### config.mk
export PLATFORM = sky130hd
export DESIGN_NAME = alu_issue_ctrl_flat
export DESIGN_NICKNAME = d
export VERILOG_FILES = /design/src/rtl/alu_pkg.sv /design/src/rtl/alu_issue_ctrl_if.sv /design/src/rtl/alu_req_fifo.sv /design/src/rtl/alu_issue_ctrl.sv /design/src/flat_wrapper.sv
export SDC_FILE = /design/constraint.sdc
export NUM_CORES = 1
export LEC_CHECK = 0
export CORE_MARGIN = 2
export CORE_UTILIZATION = 59
export CTS_BUF_LIST = sky130_fd_sc_hd__clkbuf_2
export CTS_CLUSTER_DIAMETER = 150
export CTS_CLUSTER_SIZE = 12
export DETAILED_ROUTE_END_ITERATION = 7
export GPL_TIMING_DRIVEN = 0
export PLACE_DENSITY = 0.85
export SKIP_CTS_REPAIR_TIMING = 1
export SYNTH_ARGS = -nofsm -noshare
export SYNTH_HDL_FRONTEND = slang
export SYNTH_SLANG_ARGS = --single-unit
### constraint.sdc
create_clock -name clk_in -period 4.9 [get_ports clk_in]
set_input_delay 0.98 -clock clk_in [delete_from_list [all_inputs] [get_ports clk_in]]
set_output_delay 0.98 -clock clk_in [all_outputs]
set_load 0.1 [all_outputs]
### src/rtl/alu_pkg.sv
// Shared definitions for the ALU issue front end: widths, command codes,
// FSM encoding and the legality check applied to every popped request.
package alu_pkg;

  localparam int OPND_W = 8;
  localparam int RES_W  = 16;
  localparam int CMD_W  = 4;
  localparam int REQ_W  = 2 * OPND_W + CMD_W;

  localparam logic [CMD_W-1:0] CMD_ADD = 4'd0;
  localparam logic [CMD_W-1:0] CMD_SUB = 4'd1;
  localparam logic [CMD_W-1:0] CMD_AND = 4'd2;
  localparam logic [CMD_W-1:0] CMD_OR  = 4'd3;
  localparam logic [CMD_W-1:0] CMD_NOT = 4'd4;

  typedef enum logic [1:0] {
    ST_IDLE  = 2'd0,
    ST_ISSUE = 2'd1,
    ST_RESP  = 2'd2
  } state_t;

  typedef struct packed {
    logic [OPND_W-1:0] a;
    logic [OPND_W-1:0] b;
    logic [CMD_W-1:0]  cmd;
  } req_t;

  function automatic logic is_legal_cmd(input logic [CMD_W-1:0] cmd);
    return cmd <= CMD_NOT;
  endfunction

endpackage

### src/rtl/alu_issue_ctrl_if.sv
// Request, ALU-drive and response signals of the issue controller.
// slave is the controller's view, master is the surrounding environment.
interface alu_issue_ctrl_if #(
  parameter int CNT_W = 16
);
  import alu_pkg::*;

  logic                req_valid_in;
  logic                req_ready_out;
  logic [OPND_W-1:0]   req_a_in;
  logic [OPND_W-1:0]   req_b_in;
  logic [CMD_W-1:0]    req_cmd_in;

  logic [OPND_W-1:0]   a_out;
  logic [OPND_W-1:0]   b_out;
  logic [CMD_W-1:0]    command_out;
  logic                enable_out;
  logic [RES_W-1:0]    alu_result_in;

  logic                rsp_valid_out;
  logic                rsp_ready_in;
  logic [RES_W-1:0]    rsp_data_out;
  logic [CMD_W-1:0]    rsp_cmd_out;
  logic                rsp_err_out;
  logic [CNT_W-1:0]    op_count_out;

  modport slave (
    input  req_valid_in, req_a_in, req_b_in, req_cmd_in,
    input  alu_result_in, rsp_ready_in,
    output req_ready_out, a_out, b_out, command_out, enable_out,
    output rsp_valid_out, rsp_data_out, rsp_cmd_out, rsp_err_out, op_count_out
  );

  modport master (
    output req_valid_in, req_a_in, req_b_in, req_cmd_in,
    output alu_result_in, rsp_ready_in,
    input  req_ready_out, a_out, b_out, command_out, enable_out,
    input  rsp_valid_out, rsp_data_out, rsp_cmd_out, rsp_err_out, op_count_out
  );

endinterface

### src/rtl/alu_req_fifo.sv
// Request FIFO holding packed {a, b, cmd} entries; head is read combinationally,
// pointers and occupancy are reset asynchronously, storage is not.
module alu_req_fifo
  import alu_pkg::*;
#(
  parameter int DEPTH = 4,
  parameter int WIDTH = REQ_W
) (
  input  logic             clk_in,
  input  logic             rst_in,
  input  logic             push,
  input  logic             pop,
  input  logic [WIDTH-1:0] wdata,
  output logic [WIDTH-1:0] rdata,
  output logic             full,
  output logic             empty
);

  localparam int PTR_W = (DEPTH > 1) ? $clog2(DEPTH) : 1;

  logic [WIDTH-1:0] mem [DEPTH];
  logic [PTR_W-1:0] wr_ptr;
  logic [PTR_W-1:0] rd_ptr;
  logic [PTR_W:0]   count;
  logic             do_push;
  logic             do_pop;

  assign full    = (count == (PTR_W + 1)'(DEPTH));
  assign empty   = (count == '0);
  assign do_push = push && !full;
  assign do_pop  = pop && !empty;
  assign rdata   = mem[rd_ptr];

  always_ff @(posedge clk_in or posedge rst_in) begin
    if (rst_in) begin
      wr_ptr <= '0;
      rd_ptr <= '0;
      count  <= '0;
    end else begin
      if (do_push) wr_ptr <= wr_ptr + 1'b1;
      if (do_pop)  rd_ptr <= rd_ptr + 1'b1;
      case ({do_push, do_pop})
        2'b10:   count <= count + 1'b1;
        2'b01:   count <= count - 1'b1;
        default: count <= count;
      endcase
    end
  end

  // Power-of-two depth lets the pointers wrap without compare logic.
  always_ff @(posedge clk_in) begin
    if (do_push) mem[wr_ptr] <= wdata;
  end

endmodule

### src/rtl/alu_issue_ctrl.sv
// Issue controller: pops buffered requests, drives the combinational ALU for
// one cycle, captures its result and hands it downstream with a completion count.
module alu_issue_ctrl
  import alu_pkg::*;
#(
  parameter int DEPTH = 4,
  parameter int CNT_W = 16
) (
  input  logic            clk_in,
  input  logic            rst_in,
  alu_issue_ctrl_if.slave bus
);

  state_t            state;
  req_t              head;
  logic [REQ_W-1:0]  head_bits;
  logic              full;
  logic              empty;
  logic              push;
  logic              pop;

  logic [OPND_W-1:0] a_q;
  logic [OPND_W-1:0] b_q;
  logic [CMD_W-1:0]  cmd_q;
  logic              en_q;
  logic              rsp_valid_q;
  logic [RES_W-1:0]  rsp_data_q;
  logic [CMD_W-1:0]  rsp_cmd_q;
  logic              rsp_err_q;
  logic [CNT_W-1:0]  op_count_q;

  // Ready stays low while reset is held so every output reads 0 in reset.
  assign bus.req_ready_out = !full && !rst_in;
  assign push              = bus.req_valid_in && bus.req_ready_out;
  assign pop               = (state == ST_IDLE) && !empty;
  assign head              = req_t'(head_bits);

  alu_req_fifo #(
    .DEPTH (DEPTH),
    .WIDTH (REQ_W)
  ) u_fifo (
    .clk_in (clk_in),
    .rst_in (rst_in),
    .push   (push),
    .pop    (pop),
    .wdata  ({bus.req_a_in, bus.req_b_in, bus.req_cmd_in}),
    .rdata  (head_bits),
    .full   (full),
    .empty  (empty)
  );

  always_ff @(posedge clk_in or posedge rst_in) begin
    if (rst_in) begin
      state       <= ST_IDLE;
      a_q         <= '0;
      b_q         <= '0;
      cmd_q       <= '0;
      en_q        <= 1'b0;
      rsp_valid_q <= 1'b0;
      rsp_data_q  <= '0;
      rsp_cmd_q   <= '0;
      rsp_err_q   <= 1'b0;
      op_count_q  <= '0;
    end else begin
      case (state)
        ST_IDLE: begin
          if (!empty) begin
            if (is_legal_cmd(head.cmd)) begin
              a_q   <= head.a;
              b_q   <= head.b;
              cmd_q <= head.cmd;
              en_q  <= 1'b1;
              state <= ST_ISSUE;
            end else begin
              // Illegal commands never reach the ALU; answer directly.
              rsp_data_q  <= '0;
              rsp_cmd_q   <= head.cmd;
              rsp_err_q   <= 1'b1;
              rsp_valid_q <= 1'b1;
              state       <= ST_RESP;
            end
          end
        end
        ST_ISSUE: begin
          rsp_data_q  <= bus.alu_result_in;
          rsp_cmd_q   <= cmd_q;
          rsp_err_q   <= 1'b0;
          rsp_valid_q <= 1'b1;
          en_q        <= 1'b0;
          state       <= ST_RESP;
        end
        ST_RESP: begin
          if (bus.rsp_ready_in) begin
            rsp_valid_q <= 1'b0;
            op_count_q  <= op_count_q + 1'b1;
            state       <= ST_IDLE;
          end
        end
        default: state <= ST_IDLE;
      endcase
    end
  end

  assign bus.a_out         = a_q;
  assign bus.b_out         = b_q;
  assign bus.command_out   = cmd_q;
  assign bus.enable_out    = en_q;
  assign bus.rsp_valid_out = rsp_valid_q;
  assign bus.rsp_data_out  = rsp_data_q;
  assign bus.rsp_cmd_out   = rsp_cmd_q;
  assign bus.rsp_err_out   = rsp_err_q;
  assign bus.op_count_out  = op_count_q;

endmodule
### src/flat_wrapper.sv
// flat-port wrapper written by rule: the top's interface ports become plain ports
module alu_issue_ctrl_flat import alu_pkg::*;
#(
  parameter int DEPTH = 4,
  parameter int CNT_W = 16
)
  (clk_in, rst_in, bus_req_valid_in, bus_req_a_in, bus_req_b_in, bus_req_cmd_in, bus_alu_result_in, bus_rsp_ready_in, bus_req_ready_out, bus_a_out, bus_b_out, bus_command_out, bus_enable_out, bus_rsp_valid_out, bus_rsp_data_out, bus_rsp_cmd_out, bus_rsp_err_out, bus_op_count_out);
  alu_issue_ctrl_if #(.CNT_W(CNT_W)) bus_i ();
  input  logic clk_in;
  input  logic rst_in;
  input wire logic [$bits(bus_i.req_valid_in)-1:0] bus_req_valid_in;
  input wire logic [$bits(bus_i.req_a_in)-1:0] bus_req_a_in;
  input wire logic [$bits(bus_i.req_b_in)-1:0] bus_req_b_in;
  input wire logic [$bits(bus_i.req_cmd_in)-1:0] bus_req_cmd_in;
  input wire logic [$bits(bus_i.alu_result_in)-1:0] bus_alu_result_in;
  input wire logic [$bits(bus_i.rsp_ready_in)-1:0] bus_rsp_ready_in;
  output wire logic [$bits(bus_i.req_ready_out)-1:0] bus_req_ready_out;
  output wire logic [$bits(bus_i.a_out)-1:0] bus_a_out;
  output wire logic [$bits(bus_i.b_out)-1:0] bus_b_out;
  output wire logic [$bits(bus_i.command_out)-1:0] bus_command_out;
  output wire logic [$bits(bus_i.enable_out)-1:0] bus_enable_out;
  output wire logic [$bits(bus_i.rsp_valid_out)-1:0] bus_rsp_valid_out;
  output wire logic [$bits(bus_i.rsp_data_out)-1:0] bus_rsp_data_out;
  output wire logic [$bits(bus_i.rsp_cmd_out)-1:0] bus_rsp_cmd_out;
  output wire logic [$bits(bus_i.rsp_err_out)-1:0] bus_rsp_err_out;
  output wire logic [$bits(bus_i.op_count_out)-1:0] bus_op_count_out;
  assign bus_i.req_valid_in = bus_req_valid_in;
  assign bus_i.req_a_in = bus_req_a_in;
  assign bus_i.req_b_in = bus_req_b_in;
  assign bus_i.req_cmd_in = bus_req_cmd_in;
  assign bus_i.alu_result_in = bus_alu_result_in;
  assign bus_i.rsp_ready_in = bus_rsp_ready_in;
  assign bus_req_ready_out = bus_i.req_ready_out;
  assign bus_a_out = bus_i.a_out;
  assign bus_b_out = bus_i.b_out;
  assign bus_command_out = bus_i.command_out;
  assign bus_enable_out = bus_i.enable_out;
  assign bus_rsp_valid_out = bus_i.rsp_valid_out;
  assign bus_rsp_data_out = bus_i.rsp_data_out;
  assign bus_rsp_cmd_out = bus_i.rsp_cmd_out;
  assign bus_rsp_err_out = bus_i.rsp_err_out;
  assign bus_op_count_out = bus_i.op_count_out;
  alu_issue_ctrl #(.DEPTH(DEPTH), .CNT_W(CNT_W)) u_core (.clk_in(clk_in), .rst_in(rst_in), .bus(bus_i));
endmodule
==> results of run 1 <==
## state kept, by name (all words and copies together), names as in the netlist, 2 cells and up
name / flops
u_core.u_fifo.wr_ptr: 2
u_core.bus.b_out: 8
u_core.state: 2
u_core.bus.command_out: 4
u_core.u_fifo.rd_ptr: 2
u_core.bus.rsp_data_out: 16
u_core.bus.a_out: 8
u_core.u_fifo.count: 3
u_core.bus.op_count_out: 16
u_core.bus.rsp_cmd_out: 4
u_core.u_fifo.mem: 80
## through the flow
step | instances | setup WS, ns
final | 585 | 0.876
after floorplan | 321 | 0.977
after global placement | 553 | 0.936
after detailed placement | 553 | 0.879
after global routing | 585 | 0.811
after CTS | 585 | 0.878
## layout by cell type, fill, tap and decap left out, types with 3 or more instances in the layout
cell / n
mux4_1: 8
buf_6: 3
buf_2: 3
mux2_2: 6
mux2_1: 3
clkbuf_1: 3
edfxtp_1: 80
clkdlybuf4s50_1: 99
nand3_1: 6
nor3_1: 5
xor2_1: 5
clkinvlp_4: 3
inv_1: 9
inv_6: 4
clkinv_2: 3
mux2_4: 18
mux4_2: 12
a22o_1: 16
xnor2_1: 16
ha_1: 6
and3_1: 6
nor2_1: 7
clkbuf_2: 17
nand2_1: 12
dfrtp_1: 68
nand4_1: 4
## worst register-to-register path: stages (launching register included)
cell and delay, ns:
dfrtp_1 0.46, nor3_1 0.09, nor3_1 0.59, ha_1 0.31, inv_1 0.07, fa_1 0.38, xor2_1 0.15, nor2_1 0.14
xor2_1 0.17
## kinds of logic after synthesis
logic type	synth area share, %
flip-flops	70.3
buffers and inverters	1.87
adder cells (fa/ha/maj)	1.63
AO/OA/AOI/OAI	3.67
AND/OR/NAND/NOR	4.59
XOR/XNOR	3.15
multiplexers	14.8
## synth_stat cells (2+ instances only)
master | count | share of area [%]
mux4_1 | 8 | 3.6
mux4_2 | 12 | 4.6
a22o_1 | 16 | 2.4
inv_1 | 10 | 0.64
and2_1 | 2 | 0.21
ha_1 | 6 | 1.3
buf_6 | 3 | 0.58
and3_1 | 6 | 0.64
mux2_2 | 6 | 1.2
o21ai_0 | 2 | 0.17
clkbuf_1 | 3 | 0.19
mux2_1 | 3 | 0.58
nand3_1 | 6 | 0.51
nand2_1 | 12 | 0.77
xor2_1 | 5 | 0.75
nand4_1 | 4 | 0.43
edfxtp_1 | 80 | 41
mux2_4 | 18 | 4.6
xnor2_1 | 16 | 2.4
buf_2 | 3 | 0.26
nor2_1 | 7 | 0.45
dfrtp_1 | 68 | 29
nor3_1 | 5 | 0.43
## final cells by class
type                    instances  share of cell area [%]
flip-flops and latches        148                    56.7
inverters                      10                   0.553
plain buffers                  11                   0.986
clock inverters                15                    2.13
clock buffers                  17                    1.18
well taps                     133                    2.30
multi-input cells             152                    22.4
repair buffers                 99                    13.7
## final timing paths
check	startpoint	to	slack, ns	cells past startpoint
max in group asynchronous	rst_in	u_core.bus.rsp_data_out[1]	3.50	2
worst min register to register	u_core.bus.op_count_out[15]	u_core.bus.op_count_out[15]	0.48	1
min in group asynchronous	rst_in	u_core.bus.a_out[2]	0.81	2
worst max-delay path	rst_in	bus_req_ready_out	0.88	3
worst min-delay path	u_core.bus.op_count_out[15]	u_core.bus.op_count_out[15]	0.48	1
worst max register to register	u_core.u_fifo.count[2]	u_core.u_fifo.count[2]	2.48	8
## metal layers
| layer | vias to the layer above | global-route usage, % | share of wire, % |
|---|---|---|---|
| met5 | - | 0 | 0 |
| met4 | 0 | 7.59 | 0.89 |
| met3 | 8 | 7.46 | 6.9 |
| met2 | 103 | 35.8 | 52 |
| met1 | 1596 | 26.3 | 41 |
| li1 | 1469 | - | - |
==> metrics.cfg, run 1 <==
[run_status]
status=finished clean

[timing]
finalClockSkew_ns=0.0416
fmax_mhz=249
finalHoldViolCount=0
finalMaxSlewViolations=0
setup_viol=0
slew_headroom_pct=24.8
period_share_pct=82.1
rsz0062_at_grt=false
hold_slack_ns=0.481
tightest_slew_ns=1.13
setup_tns_ns=0
period_minus_slack_ns=4.02

[logic_synthesis]
synth_edf_count=80
ys.flop_type=edfxtp_1
yosysUniqueCellTypes=43
synthCells=321
yosys_warnings=0
syn_nets=368
syn_avg_cell_area_sq_um=18.2
syn_area_sq_um=5840
synth_seq_cells=148
synth-async-reset-ratio_pct=45.9
seq_area_frac_synth_pct=70.3

[floorplanning]
die_area_sq_um=10700
ios=100
die_w_microns=103
die_h_microns=103
coreArea_sq_um=9680
start_util_pct=60.3
rows=36

[global_routing]
grt_pass1_vias=3256
grt_pass1_wl_microns=16500
grt_max_degree=69
antenna_found_initial=0
grt_overflow=0
grtUsageTotal_pct=21.5

[detailed_routing]
wl_per_cell_microns=18.2
ant_nets=0
drtIter0Drc=88
vias=3176
wl_microns=10700
viasPerCell=5.43
drc=0
drtPass1Iterations=6

[setup_path]
crit_family=buffers and inverters
arrival_ns=3.04
path_buf_inv=2
end_kind=output pin
crit_chain=clkdlybuf4s50_1 > a31oi_1 > clkdlybuf4s50_1
startpoint_type=primary input
crit_fanout=6
critical_path_required_ns=3.92
path_class=primary input to output pin
cpPeakStageDelay_ns=1.22
crit_top_cell=clkdlybuf4s50_1
cp_slowest_cell=clkdlybuf4s50_1

[job]
maxCapViolations=0

[final_layout]
fin_area_sq_um=7230
areaGrowthSynthToFinish_pct=24.0
multi_input_area_sq_um=1620
drive_gt1_share_pct=17.7
final_nets=486
final_util_pct=74.7
antennaDiodeCount=0
regArea_sq_um=4100
fill_cells=613

[cts]
clkSinkCount=148
cts_buffer_depth=2
htree_levels=4
cts_buffers=17
clk_pin_slew_ns=0.19
cts_tree=done
cts-root-buf=clkbuf_2
clkLatencyLatePin_ns=0.70

[min_path]
hp-class=flop to flop

[place]
portBuffers=99
dpl.hpwl_microns=7010
place_area_sq_um=7000
place_congestion=0.777

Power of run 1 is not shown: default switching activity piles up to over one toggle a cycle in this logic, so the estimate is an artifact.
==> inputs of run 2 (changes only) <==
Settings changed: CORE_UTILIZATION 59 to 49, PLACE_DENSITY 0.85 to 0.75.
Clock period 4.9 ns to 3.3 ns, I/O delays scaled along.
==> run 2 against run 1 <==
  * The run now ends with design-rule violations left
  * Critical path depth shrank 2
  * First-iteration DRC count grew 110%
  * Setup slack got worse by 0.59 ns
  * Critical endpoint is now bus_op_count_out[0]
  * Non-clock buffer count did not move
  * Clock skew grew 0.0013 ns
  * Cell count grew 1.7%
  * Flip-flop and latch count stayed put
  * Sequential share of layout area rose by 0.13 points
==> metrics.cfg, run 2 (synthesis gave the netlist of run 1 again) <==
[global_routing]
antenna_found_initial=0  ; unchanged
grt_pass1_wl_microns=17200  ; was 16500 microns
grtUsageTotal_pct=17.9  ; was 21.5%
grt_overflow=0  ; unchanged
grt_max_degree=69  ; unchanged
grt_pass1_vias=3258  ; was 3256

[setup_path]
cp_num_cells=1  ; was 3
r2r_setup_slack_ns=0.85  ; was 2.48 ns
crit_family=buffers and inverters  ; unchanged
crit_path_start=u_core.bus.op_count_out[0]  ; was rst_in
worstRegToRegCells=8  ; unchanged
reg2reg_to=u_core.u_fifo.count[2]  ; unchanged
crit_end=bus_op_count_out[0]  ; was bus_req_ready_out
end_kind=output pin  ; unchanged
arrival_ns=2.35  ; was 3.04 ns
path_buf_inv=1  ; was 2
cpPeakStageDelay_ns=1.17  ; was 1.22 ns
cp_slowest_cell=clkdlybuf4s50_1  ; unchanged
path_class=flop to output pin  ; was primary input to output pin
crit_fanout=5  ; was 6
startpoint_type=flop  ; was primary input
crit_chain=clkdlybuf4s50_1  ; was clkdlybuf4s50_1 > a31oi_1 > clkdlybuf4s50_1
critical_path_required_ns=2.64  ; was 3.92 ns
rr_startpoint=u_core.u_fifo.count[2]  ; unchanged

[place]
dpl.hpwl_microns=6900  ; was 7010 microns
place_congestion=0.737  ; was 0.777
portBuffers=99  ; unchanged

[final_layout]
final_nets=486  ; unchanged
drive_gt1_share_pct=17.5  ; was 17.7%
regArea_sq_um=4100  ; unchanged
areaGrowthSynthToFinish_pct=23.7  ; was 24.0%
top_register=u_core.u_fifo.mem  ; unchanged
largest_reg_flops=80  ; unchanged
antennaDiodeCount=0  ; unchanged
multi_input_area_sq_um=1630  ; was 1620 sq um
mostFrequentLayoutCell=clkdlybuf4s50_1  ; unchanged
fill_cells=869  ; was 613
most-common-layout-cells=98 x clkdlybuf4s50_1, 80 x edfxtp_1, 68 x dfrtp_1  ; was 99 x clkdlybuf4s50_1, 80 x edfxtp_1, 68 x dfrtp_1
final_util_pct=62.7  ; was 74.7%

[cts]
cts_buffer_depth=2  ; unchanged
clkLatencyLatePin_ns=0.71  ; was 0.70 ns
clk_pin_slew_ns=0.20  ; was 0.19 ns
cts_buffers=17  ; unchanged
clkSinkCount=148  ; unchanged
htree_levels=4  ; unchanged
cts-root-buf=clkbuf_2  ; unchanged
cts_tree=done  ; unchanged

[floorplanning]
coreArea_sq_um=11500  ; was 9680 sq um
start_util_pct=50.7  ; was 60.3%
rows=39  ; was 36
die_area_sq_um=12800  ; was 10700 sq um
ios=100  ; unchanged
die_h_microns=113  ; was 103 microns
die_w_microns=113  ; was 103 microns

[timing]
period_minus_slack_ns=3.01
finalClockSkew_ns=0.0429  ; was 0.0416 ns
tightest_slew_ns=1.11  ; was 1.13 ns
finalMaxSlewViolations=0  ; unchanged
period_share_pct=91.3
setup_viol=0  ; unchanged
rsz0062_at_grt=false  ; unchanged
slew_headroom_pct=25.9  ; was 24.8%
fmax_mhz=332
finalHoldViolCount=0  ; unchanged

[run_status]
violations=design-rule violations
status=finished with violations  ; was finished clean

[detailed_routing]
vias=3141  ; was 3176
viasPerCell=5.28  ; was 5.43
wl_per_cell_microns=17.8  ; was 18.2 microns
ant_nets=0  ; unchanged
drc=13  ; was 0
wl_microns=10600  ; was 10700 microns
drtIter0Drc=188  ; was 88
drtPass1Iterations=7  ; was 6

[min_path]
hp-class=flop to flop  ; unchanged

[job]
maxCapViolations=0  ; unchanged

## run 2: changes by cell type in the layout (fill, tap and decap cells not counted)
cell | before | now
clkinv_1 | 1 | 3
inv_6 | 4 | 2
a31oi_1 | 1 | 0
a31oi_2 | 0 | 1
bufinv_16 | 2 | 1
clkbuf_2 | 17 | 18
clkdlybuf4s50_1 | 99 | 98
clkinv_2 | 3 | 4
clkinvlp_4 | 3 | 2
dlymetal6s2s_1 | 0 | 1
## run 2: cell type report
type	instances	share of cell area [%]
inverters	10	0.555
plain buffers	11	0.988
multi-input cells	152	22.6
clock inverters	14	1.54
repair buffers	99	13.8
well taps	143	2.48
flip-flops and latches	148	56.9
clock buffers	18	1.25
## run 2: worst reg2reg max path: stages (launching register included)
cell     delay (ns)
dfrtp_1        0.46
nor3_1         0.10
nor3_1         0.68
ha_1           0.32
inv_1          0.06
fa_1           0.37
xor2_1         0.15
nor2_1         0.11
xor2_1         0.15
## run 2: worst min path at each step
stage	cells after the start	startpoint	endpoint	slack, ns
after floorplan	1	u_core.u_fifo.count[0]	u_core.u_fifo.count[0]	0.47
after global placement	1	u_core.bus.op_count_out[15]	u_core.bus.op_count_out[15]	0.46
after detailed placement	1	u_core.bus.op_count_out[15]	u_core.bus.op_count_out[15]	0.47
after CTS	1	bus_req_b_in[1]	u_core.u_fifo.mem[1][5]	0.48
after global routing	1	bus_req_b_in[4]	u_core.u_fifo.mem[3][8]	0.48
final	1	u_core.bus.op_count_out[15]	u_core.bus.op_count_out[15]	0.49
## run 2: through the flow
step | hold WS, ns | setup TNS (ns) | std cells | setup WS, ns | instance area [sq um]
floorplan | 0.474 | 0 | 321 | 0.376 | 5840
global placement | 0.462 | -27.93 | 563 | -0.415 | 7010
detailed placement | 0.465 | -0.0182 | 563 | -0.0182 | 7010
CTS | 0.483 | -0.183 | 595 | -0.183 | 7220
global route | 0.476 | 0 | 595 | 0.137 | 7220
finish | 0.485 | 0 | 595 | 0.287 | 7220
## run 2: routing by layer
layer  wire length [microns]  share of wire [%]  vias up  track usage (%)
met2                    4940                 47       95             27.8
li1                        -                  -     1473                -
met1                    4800                 45     1562             23.9
met4                     120                1.1        0             5.85
met3                     738                7.0       11             6.48
met5                       0                  0        -                0
Power of run 2 is left out for the same reason.
